**config.mk**
```make
export PLATFORM = sky130hd
export DESIGN_NAME = multicycle_control_unit_flat
export DESIGN_NICKNAME = d
export VERILOG_FILES = /design/src/rtl/riscv_ctrl_pkg.sv /design/src/rtl/multicycle_control_unit_if.sv /design/src/rtl/mcu_opcode_decoder.sv /design/src/rtl/multicycle_control_unit.sv /design/src/flat_wrapper.sv
export SDC_FILE = /design/constraint.sdc
export NUM_CORES = 1
export LEC_CHECK = 0
export CAP_MARGIN = 10
export CORE_MARGIN = 5
export CORE_UTILIZATION = 45
export CTS_CLUSTER_SIZE = 16
export DETAILED_ROUTE_END_ITERATION = 8
export GPL_ROUTABILITY_DRIVEN = 0
export PLACE_DENSITY = 0.86
export SKIP_CTS_REPAIR_TIMING = 1
export SLEW_MARGIN = 20
export SYNTH_ARGS = -nofsm -noshare
export SYNTH_HDL_FRONTEND = slang
export SYNTH_SLANG_ARGS = --single-unit
```
**constraint.sdc**
```tcl
create_clock -name clk -period 2.1 [get_ports clk]
set_input_delay 0.42 -clock clk [delete_from_list [all_inputs] [get_ports clk]]
set_output_delay 0.42 -clock clk [all_outputs]
set_load 0.01 [all_outputs]
```
**src/rtl/riscv_ctrl_pkg.sv**
```systemverilog
// -----------------------------------------------------------------------------
// riscv_ctrl_pkg
// Shared types and constants for the multi-cycle RV64 control unit:
//   - sequencer state encoding
//   - supported opcode values (instr[6:0])
//   - instruction class produced by the opcode decoder
//   - immediate-format and ALU-operation encodings
//   - the packed control-output bundle driven by the sequencer
// -----------------------------------------------------------------------------
package riscv_ctrl_pkg;

    typedef enum logic [2:0] {
        ST_FETCH     = 3'd0,
        ST_DECODE    = 3'd1,
        ST_EXECUTE   = 3'd2,
        ST_MEM       = 3'd3,
        ST_WRITEBACK = 3'd4,
        ST_TRAP      = 3'd5
    } state_t;

    typedef enum logic [2:0] {
        CLS_R     = 3'd0,
        CLS_I_ALU = 3'd1,
        CLS_LD    = 3'd2,
        CLS_SD    = 3'd3,
        CLS_BEQ   = 3'd4,
        CLS_ILL   = 3'd5
    } iclass_t;

    localparam logic [6:0] OPC_R     = 7'b0110011;
    localparam logic [6:0] OPC_I_ALU = 7'b0010011;
    localparam logic [6:0] OPC_LD    = 7'b0000011;
    localparam logic [6:0] OPC_SD    = 7'b0100011;
    localparam logic [6:0] OPC_BEQ   = 7'b1100011;

    // Immediate formats; these coincide with opcode[6:5] of the supported set.
    localparam logic [1:0] IMM_I = 2'b00;
    localparam logic [1:0] IMM_S = 2'b01;
    localparam logic [1:0] IMM_B = 2'b11;

    localparam logic [1:0] ALU_ADD   = 2'b00;
    localparam logic [1:0] ALU_SUB   = 2'b01;
    localparam logic [1:0] ALU_FUNCT = 2'b10;

    typedef struct packed {
        logic       imem_req;
        logic       ir_write;
        logic       dmem_read;
        logic       dmem_write;
        logic       reg_write;
        logic       mem_to_reg;
        logic       alu_src;
        logic [1:0] alu_op;
        logic [1:0] imm_sel;
        logic       pc_write;
        logic       pc_src;
        logic       illegal_instr;
    } ctrl_t;

    localparam ctrl_t CTRL_NONE = ctrl_t'(14'd0);

    // Classes whose ALU operand B is the immediate.
    function automatic logic cls_uses_imm(input iclass_t cls);
        logic res;
        case (cls)
            CLS_I_ALU, CLS_LD, CLS_SD: res = 1'b1;
            default:                   res = 1'b0;
        endcase
        return res;
    endfunction

endpackage

```
**src/rtl/multicycle_control_unit_if.sv**
```systemverilog
// -----------------------------------------------------------------------------
// multicycle_control_unit_if
// Bundles the control unit's datapath/memory-facing signals.
//   master modport (control unit):
//     in : opcode[OPC_W], alu_zero, imem_ready, dmem_ready
//     out: imem_req, ir_write, dmem_read, dmem_write, reg_write, mem_to_reg,
//          alu_src, alu_op[2], imm_sel[2], pc_write, pc_src, illegal_instr,
//          instret[PERF_W] (only when MCU_PERF_CNT_EN is defined)
//   slave modport: the mirror image, for the datapath/memory side.
// Optional feature macro: MCU_PERF_CNT_EN (adds the instret signal).
// -----------------------------------------------------------------------------
interface multicycle_control_unit_if #(
    parameter int OPC_W  = 7,
    parameter int PERF_W = 64
);
    logic [OPC_W-1:0] opcode;
    logic             alu_zero;
    logic             imem_ready;
    logic             dmem_ready;
    logic             imem_req;
    logic             ir_write;
    logic             dmem_read;
    logic             dmem_write;
    logic             reg_write;
    logic             mem_to_reg;
    logic             alu_src;
    logic [1:0]       alu_op;
    logic [1:0]       imm_sel;
    logic             pc_write;
    logic             pc_src;
    logic             illegal_instr;
`ifdef MCU_PERF_CNT_EN
    logic [PERF_W-1:0] instret;
`else
    logic              unused_perf_w;
    assign unused_perf_w = (PERF_W > 0);
`endif

    modport master (
`ifdef MCU_PERF_CNT_EN
        output instret,
`endif
        input  opcode, alu_zero, imem_ready, dmem_ready,
        output imem_req, ir_write, dmem_read, dmem_write, reg_write,
               mem_to_reg, alu_src, alu_op, imm_sel, pc_write, pc_src,
               illegal_instr
    );

    modport slave (
`ifdef MCU_PERF_CNT_EN
        input  instret,
`endif
        output opcode, alu_zero, imem_ready, dmem_ready,
        input  imem_req, ir_write, dmem_read, dmem_write, reg_write,
               mem_to_reg, alu_src, alu_op, imm_sel, pc_write, pc_src,
               illegal_instr
    );

endinterface

```
**src/rtl/mcu_opcode_decoder.sv**
```systemverilog
// -----------------------------------------------------------------------------
// mcu_opcode_decoder
// Combinational classification of instr[6:0] into an instruction class.
//   i_opcode  in  OPC_W  opcode field from the instruction register
//   o_class   out        instruction class (CLS_ILL when unsupported)
//   o_illegal out  1     opcode is outside the supported set
// -----------------------------------------------------------------------------
module mcu_opcode_decoder
    import riscv_ctrl_pkg::*;
#(
    parameter int OPC_W = 7
) (
    input  logic [OPC_W-1:0] i_opcode,
    output iclass_t          o_class,
    output logic             o_illegal
);

    // opcode lookup; anything not listed is illegal
    always_comb begin
        o_class   = CLS_ILL;
        o_illegal = 1'b1;
        case (i_opcode)
            OPC_R:     begin o_class = CLS_R;     o_illegal = 1'b0; end
            OPC_I_ALU: begin o_class = CLS_I_ALU; o_illegal = 1'b0; end
            OPC_LD:    begin o_class = CLS_LD;    o_illegal = 1'b0; end
            OPC_SD:    begin o_class = CLS_SD;    o_illegal = 1'b0; end
            OPC_BEQ:   begin o_class = CLS_BEQ;   o_illegal = 1'b0; end
            default:   begin o_class = CLS_ILL;   o_illegal = 1'b1; end
        endcase
    end

endmodule

```
**src/rtl/multicycle_control_unit.sv**
```systemverilog
// -----------------------------------------------------------------------------
// multicycle_control_unit
// Multi-cycle sequencer (FETCH, DECODE, EXECUTE, MEM, WRITEBACK, TRAP) for the
// RV64 datapath. Supports R-type, I-ALU, LD, SD and BEQ; other opcodes trap.
//   clk    in  1  rising-edge clock
//   reset  in  1  synchronous, active-low reset
//   bus    master modport of multicycle_control_unit_if (opcode, alu_zero,
//          imem_ready, dmem_ready in; datapath enables/selects out)
// Optional feature macro: MCU_PERF_CNT_EN adds a PERF_W-bit retired-instruction
// counter on bus.instret; without it no counter flops exist.
// While reset is low every control output is held at 0, so a handshake that
// was in flight is dropped immediately rather than one cycle later.
// -----------------------------------------------------------------------------
module multicycle_control_unit
    import riscv_ctrl_pkg::*;
#(
    parameter int OPC_W  = 7,
    parameter int PERF_W = 64
) (
    input  logic                      clk,
    input  logic                      reset,
    multicycle_control_unit_if.master bus
);

    state_t      r_state;
    state_t      w_next;
    iclass_t     r_class;
    logic [1:0]  r_imm_sel;
    iclass_t     w_dec_class;
    logic        w_dec_illegal;
    ctrl_t       w_ctrl_fsm;
    ctrl_t       w_ctrl;

    mcu_opcode_decoder #(.OPC_W(OPC_W)) u_dec (
        .i_opcode  (bus.opcode),
        .o_class   (w_dec_class),
        .o_illegal (w_dec_illegal)
    );

    // state register plus per-instruction context captured in DECODE
    always_ff @(posedge clk) begin
        if (!reset) begin
            r_state   <= ST_FETCH;
            r_class   <= CLS_ILL;
            r_imm_sel <= IMM_I;
        end else begin
            r_state <= w_next;
            if (r_state == ST_DECODE) begin
                r_class   <= w_dec_class;
                r_imm_sel <= bus.opcode[6:5];
            end else begin
                r_class   <= r_class;
                r_imm_sel <= r_imm_sel;
            end
        end
    end

    // next-state and control outputs
    always_comb begin
        w_next     = r_state;
        w_ctrl_fsm = CTRL_NONE;
        case (r_state)
            ST_FETCH: begin
                w_ctrl_fsm.imem_req = 1'b1;
                w_ctrl_fsm.ir_write = bus.imem_ready;
                if (bus.imem_ready) begin
                    w_next = ST_DECODE;
                end else begin
                    w_next = ST_FETCH;
                end
            end
            ST_DECODE: begin
                // Selects come straight from the decoder this cycle so they are
                // already stable before EXECUTE uses them.
                w_ctrl_fsm.imm_sel    = bus.opcode[6:5];
                w_ctrl_fsm.alu_src    = cls_uses_imm(w_dec_class);
                w_ctrl_fsm.mem_to_reg = (w_dec_class == CLS_LD);
                if (w_dec_illegal) begin
                    w_next = ST_TRAP;
                end else begin
                    w_next = ST_EXECUTE;
                end
            end
            ST_EXECUTE: begin
                w_ctrl_fsm.imm_sel    = r_imm_sel;
                w_ctrl_fsm.alu_src    = cls_uses_imm(r_class);
                w_ctrl_fsm.mem_to_reg = (r_class == CLS_LD);
                case (r_class)
                    CLS_R, CLS_I_ALU: begin
                        w_ctrl_fsm.alu_op = ALU_FUNCT;
                        w_next            = ST_WRITEBACK;
                    end
                    CLS_LD, CLS_SD: begin
                        w_ctrl_fsm.alu_op = ALU_ADD;
                        w_next            = ST_MEM;
                    end
                    CLS_BEQ: begin
                        w_ctrl_fsm.alu_op   = ALU_SUB;
                        w_ctrl_fsm.pc_write = 1'b1;
                        w_ctrl_fsm.pc_src   = bus.alu_zero;
                        w_next              = ST_FETCH;
                    end
                    default: begin
                        w_next = ST_TRAP;
                    end
                endcase
            end
            ST_MEM: begin
                w_ctrl_fsm.imm_sel    = r_imm_sel;
                w_ctrl_fsm.alu_src    = cls_uses_imm(r_class);
                w_ctrl_fsm.mem_to_reg = (r_class == CLS_LD);
                w_ctrl_fsm.dmem_read  = (r_class == CLS_LD);
                w_ctrl_fsm.dmem_write = (r_class == CLS_SD);
                if (bus.dmem_ready) begin
                    if (r_class == CLS_LD) begin
                        w_next = ST_WRITEBACK;
                    end else begin
                        // store retires here: advance PC to PC+4
                        w_ctrl_fsm.pc_write = 1'b1;
                        w_next              = ST_FETCH;
                    end
                end else begin
                    w_next = ST_MEM;
                end
            end
            ST_WRITEBACK: begin
                w_ctrl_fsm.imm_sel    = r_imm_sel;
                w_ctrl_fsm.alu_src    = cls_uses_imm(r_class);
                w_ctrl_fsm.mem_to_reg = (r_class == CLS_LD);
                w_ctrl_fsm.reg_write  = 1'b1;
                w_ctrl_fsm.pc_write   = 1'b1;
                w_next                = ST_FETCH;
            end
            ST_TRAP: begin
                w_ctrl_fsm.illegal_instr = 1'b1;
                w_next                   = ST_TRAP;
            end
            default: begin
                w_next = ST_FETCH;
            end
        endcase
    end

    assign w_ctrl = reset ? w_ctrl_fsm : CTRL_NONE;

    assign bus.imem_req      = w_ctrl.imem_req;
    assign bus.ir_write      = w_ctrl.ir_write;
    assign bus.dmem_read     = w_ctrl.dmem_read;
    assign bus.dmem_write    = w_ctrl.dmem_write;
    assign bus.reg_write     = w_ctrl.reg_write;
    assign bus.mem_to_reg    = w_ctrl.mem_to_reg;
    assign bus.alu_src       = w_ctrl.alu_src;
    assign bus.alu_op        = w_ctrl.alu_op;
    assign bus.imm_sel       = w_ctrl.imm_sel;
    assign bus.pc_write      = w_ctrl.pc_write;
    assign bus.pc_src        = w_ctrl.pc_src;
    assign bus.illegal_instr = w_ctrl.illegal_instr;

`ifdef MCU_PERF_CNT_EN
    logic [PERF_W-1:0] r_instret;
    logic              w_retire;

    // An instruction retires in WRITEBACK, in BEQ's EXECUTE, or when a store completes.
    assign w_retire = (r_state == ST_WRITEBACK)
                    | ((r_state == ST_EXECUTE) & (r_class == CLS_BEQ))
                    | ((r_state == ST_MEM) & (r_class == CLS_SD) & bus.dmem_ready);

    // retired-instruction counter, wraps naturally at 2^PERF_W
    always_ff @(posedge clk) begin
        if (!reset) begin
            r_instret <= {PERF_W{1'b0}};
        end else if (w_retire) begin
            r_instret <= r_instret + {{(PERF_W-1){1'b0}}, 1'b1};
        end else begin
            r_instret <= r_instret;
        end
    end

    assign bus.instret = r_instret;
`else
    logic w_unused_perf_w;
    assign w_unused_perf_w = (PERF_W > 0);
`endif

endmodule

```
**src/flat_wrapper.sv**
```systemverilog
// flat-port wrapper written by rule: the top's interface ports become plain ports
module multicycle_control_unit_flat import riscv_ctrl_pkg::*;
#(
    parameter int OPC_W  = 7,
    parameter int PERF_W = 64
)
  (clk, reset, bus_opcode, bus_alu_zero, bus_imem_ready, bus_dmem_ready, bus_imem_req, bus_ir_write, bus_dmem_read, bus_dmem_write, bus_reg_write, bus_mem_to_reg, bus_alu_src, bus_alu_op, bus_imm_sel, bus_pc_write, bus_pc_src, bus_illegal_instr);
  multicycle_control_unit_if #(.OPC_W(OPC_W), .PERF_W(PERF_W)) bus_i ();
  input  logic clk;
  input  logic reset;
  input wire logic [$bits(bus_i.opcode)-1:0] bus_opcode;
  input wire logic [$bits(bus_i.alu_zero)-1:0] bus_alu_zero;
  input wire logic [$bits(bus_i.imem_ready)-1:0] bus_imem_ready;
  input wire logic [$bits(bus_i.dmem_ready)-1:0] bus_dmem_ready;
  output wire logic [$bits(bus_i.imem_req)-1:0] bus_imem_req;
  output wire logic [$bits(bus_i.ir_write)-1:0] bus_ir_write;
  output wire logic [$bits(bus_i.dmem_read)-1:0] bus_dmem_read;
  output wire logic [$bits(bus_i.dmem_write)-1:0] bus_dmem_write;
  output wire logic [$bits(bus_i.reg_write)-1:0] bus_reg_write;
  output wire logic [$bits(bus_i.mem_to_reg)-1:0] bus_mem_to_reg;
  output wire logic [$bits(bus_i.alu_src)-1:0] bus_alu_src;
  output wire logic [$bits(bus_i.alu_op)-1:0] bus_alu_op;
  output wire logic [$bits(bus_i.imm_sel)-1:0] bus_imm_sel;
  output wire logic [$bits(bus_i.pc_write)-1:0] bus_pc_write;
  output wire logic [$bits(bus_i.pc_src)-1:0] bus_pc_src;
  output wire logic [$bits(bus_i.illegal_instr)-1:0] bus_illegal_instr;
  assign bus_i.opcode = bus_opcode;
  assign bus_i.alu_zero = bus_alu_zero;
  assign bus_i.imem_ready = bus_imem_ready;
  assign bus_i.dmem_ready = bus_dmem_ready;
  assign bus_imem_req = bus_i.imem_req;
  assign bus_ir_write = bus_i.ir_write;
  assign bus_dmem_read = bus_i.dmem_read;
  assign bus_dmem_write = bus_i.dmem_write;
  assign bus_reg_write = bus_i.reg_write;
  assign bus_mem_to_reg = bus_i.mem_to_reg;
  assign bus_alu_src = bus_i.alu_src;
  assign bus_alu_op = bus_i.alu_op;
  assign bus_imm_sel = bus_i.imm_sel;
  assign bus_pc_write = bus_i.pc_write;
  assign bus_pc_src = bus_i.pc_src;
  assign bus_illegal_instr = bus_i.illegal_instr;
  multicycle_control_unit #(.OPC_W(OPC_W), .PERF_W(PERF_W)) u_core (.clk(clk), .reset(reset), .bus(bus_i));
endmodule
```
==> reports/metrics.csv <==
metric,value,unit
max_cap_violations,0,
drc,0,
yosysTopAreaCell,dfxtp_1,
status,"finished, violations left",
dieWidth,48.43,µm
violations,negative setup slack,
grt_pass1_vias,729,
clk_pin_slew_worst_paths,50,ps
avgSynthCellArea,7.382,µm²
p_total,0.6580,mW
finalCritPeriodShare,100.7,%
whs_path_depth,2,
coreArea,1350,µm²
reg2reg_depth,4,
final_max_slew_viol_count,0,
fin_ws,-14.69,ps
synth_cell_type_count,34,
insertion_delay,250,ps
r2r_end,u_core.r_class[0]$_SDFFE_PN1P_,
final_cell_mix,"buf_4 (15), dlymetal6s2s_1 (14), nand2_1 (10), dfxtp_1 (8), clkdlybuf4s50_1 (7)",
rows,13,
max_freq,472.9,MHz
initial_core_util,49.21,%
holdCritPathClass,flop to flop,
slew_headroom,78.23,%
drive_gt1_share,28.80,%
fin_skew,7.021,ps
ys_seq_area_share,24.11,%
ios,26,
synth_warnings,0,
clockBufferDepth,2,
synth_top_area_share,24.11,%
final_common_cell,buf_4,
cp_num_buf_inv,3,
min_period,2115,ps
rsz0062_at_grt,true,
worstSetupEndpointType,primary output,
port_buffers,25,
start_kind,input port,
crit_path_max_fanout,6,
die_h,48.43,µm
vias,828,
htree_num_levels,1,
hold_ws,476.1,ps
crit_family,buffers and inverters,
route.detailed.wl_per_inst,15.61,µm
ys_ff_latch,8,
drt-total-wl,2185,µm
crit_type,input port to primary output,
drt_first_iter_violations,21,
powerDensity,587.6,nW/µm²
cp_slowest_stage_delay,480,ps
fin_nets,139,
ant_nets,0,
grt_overflow,0,
cp_slowest_cell,clkdlybuf4s50_1,
cts_tree,yes,
r2r-start,u_core.r_state[0]$_SDFF_PN0_,
cp_cell_sequence,clkdlybuf4s50_1 -> nand3b_1 -> buf_6 -> nor3_4 -> a211o_1 -> clkbuf_2,
grt_pass1_wl,3160,µm
finalHoldViolCount,0,
r2r_slack,510,ps
syn_inst,90,
worst_slew_pin_slew,326.2,ps
leakage,0.6212,nW
setup_violations,1,
area_delta_synth_final,68.55,%
antenna_found_initial,0,
drt_pre_antenna_iters,4,
arrival,1690,ps
cts-buffers-inserted,3,
num_antenna_cells,0,
synth_area,664.4,µm²
syn_nets,102,
grt_max_degree,11,
synth.area.top_cells,"dfxtp_1 (24%), nand2_1 (5.6%), nor3_1 (5.3%)",
grt_util_all_layers,16.69,%
vdd_drop_max,326.1,µV
hold_path_end,u_core.r_imm_sel[1]$_SDFFE_PN0P_,
clock-sinks,8,
viasPerCell,5.914,
min-delay-start,u_core.r_imm_sel[1]$_SDFFE_PN0P_,
required,1680,ps
dp_hpwl,1615,µm
cts-root-buf,clkbuf_4,
die_area,2345,µm²
[how the worst max path moves through the flow]
stage,start,endpoint,slack [ps],cells past startpoint
floorplan,bus_opcode[2],bus_mem_to_reg,310,4
global placement,bus_opcode[2],bus_mem_to_reg,-390,6
detailed placement,bus_opcode[3],bus_mem_to_reg,-440,6
CTS,reset,bus_pc_write,-480,6
global route,reset,bus_pc_write,-60,6
finish,reset,bus_pc_write,-10,6
[worst reg2reg max path: stages, from the launching register on]
cell and delay [ps]:
dfxtp_1 370, buf_4 180, or3b_1 500, nor3_1 280, o21ai_0 120
[cell usage after synthesis (all sizes together)]
| library cell | n |
|---|---|
| nor3 | 7 |
| o211ai | 1 |
| nor2b | 3 |
| nand2 | 10 |
| xor2 | 1 |
| nand4b | 1 |
| nand4bb | 1 |
| inv | 2 |
| a32o | 2 |
| nand2b | 4 |
| or3b | 1 |
| dfxtp | 8 |
| nand3 | 1 |
| clkbuf | 4 |
| a21boi | 2 |
| o311ai | 1 |
| a211o | 2 |
| nor3b | 2 |
| a211oi | 3 |
| mux2i | 1 |
| o32ai | 2 |
| a21oi | 6 |
| nand3b | 1 |
| buf | 5 |
| nor2 | 7 |
| nor4 | 3 |
| o21ai | 5 |
| and2 | 3 |
| a31oi | 1 |
[area by class of cell]
cell class,count,area (µm²)
well taps,15,18.77
fillers,87,230.2
repair buffers,41,389.1
multi-input cells,71,521.8
inverters,2,7.507
clock buffers,3,22.52
flip-flops and latches,8,160.2
[metal layers]
layer	vias up	part of all wire (%)	GRT usage, %
li1	401	-	-
met1	377	40	19.37
met2	48	52	26.96
met3	2	7.2	3.364
met4	0	0.92	11.52
met5	-	0	0
[report_power, final]
group / switching, mW / internal, mW / total (mW)
Clock: 0.0504 / 0.0653 / 0.116
Sequential: 0.0421 / 0.178 / 0.220
Combinational: 0.163 / 0.159 / 0.322
Total: 0.256 / 0.402 / 0.658
[cell families after synthesis]
family / Yosys count / synth area share, %
AO/OA/AOI/OAI: 25 / 25.61
XOR/XNOR: 1 / 1.319
flip-flops: 8 / 24.10
AND/OR/NAND/NOR: 44 / 38.98
multiplexers: 1 / 1.507
buffers and inverters: 11 / 8.474
[per-stage QoR]
| stage | utilization (%) | TNS [ps] | std cells | instance area, µm² | worst slack (ps) |
|---|---|---|---|---|---|
| after floorplan | - | 0 | 90 | 664.4 | 307.9 |
| after global placement | 74.42 | -3924 | 137 | 1005 | -386.2 |
| after detailed placement | 74.42 | -4317 | 137 | 1005 | -441.7 |
| after CTS | 76.09 | -4448 | 140 | 1027 | -482.9 |
| after global routing | 82.95 | -59.38 | 140 | 1120 | -59.38 |
| final | 82.95 | -14.69 | 140 | 1120 | -14.69 |
[state kept, by name (all words and copies together) (netlist names)]
signal            count
u_core.r_class        3
u_core.r_state        3
u_core.r_imm_sel      2
Power figures use the tool's default switching activity.
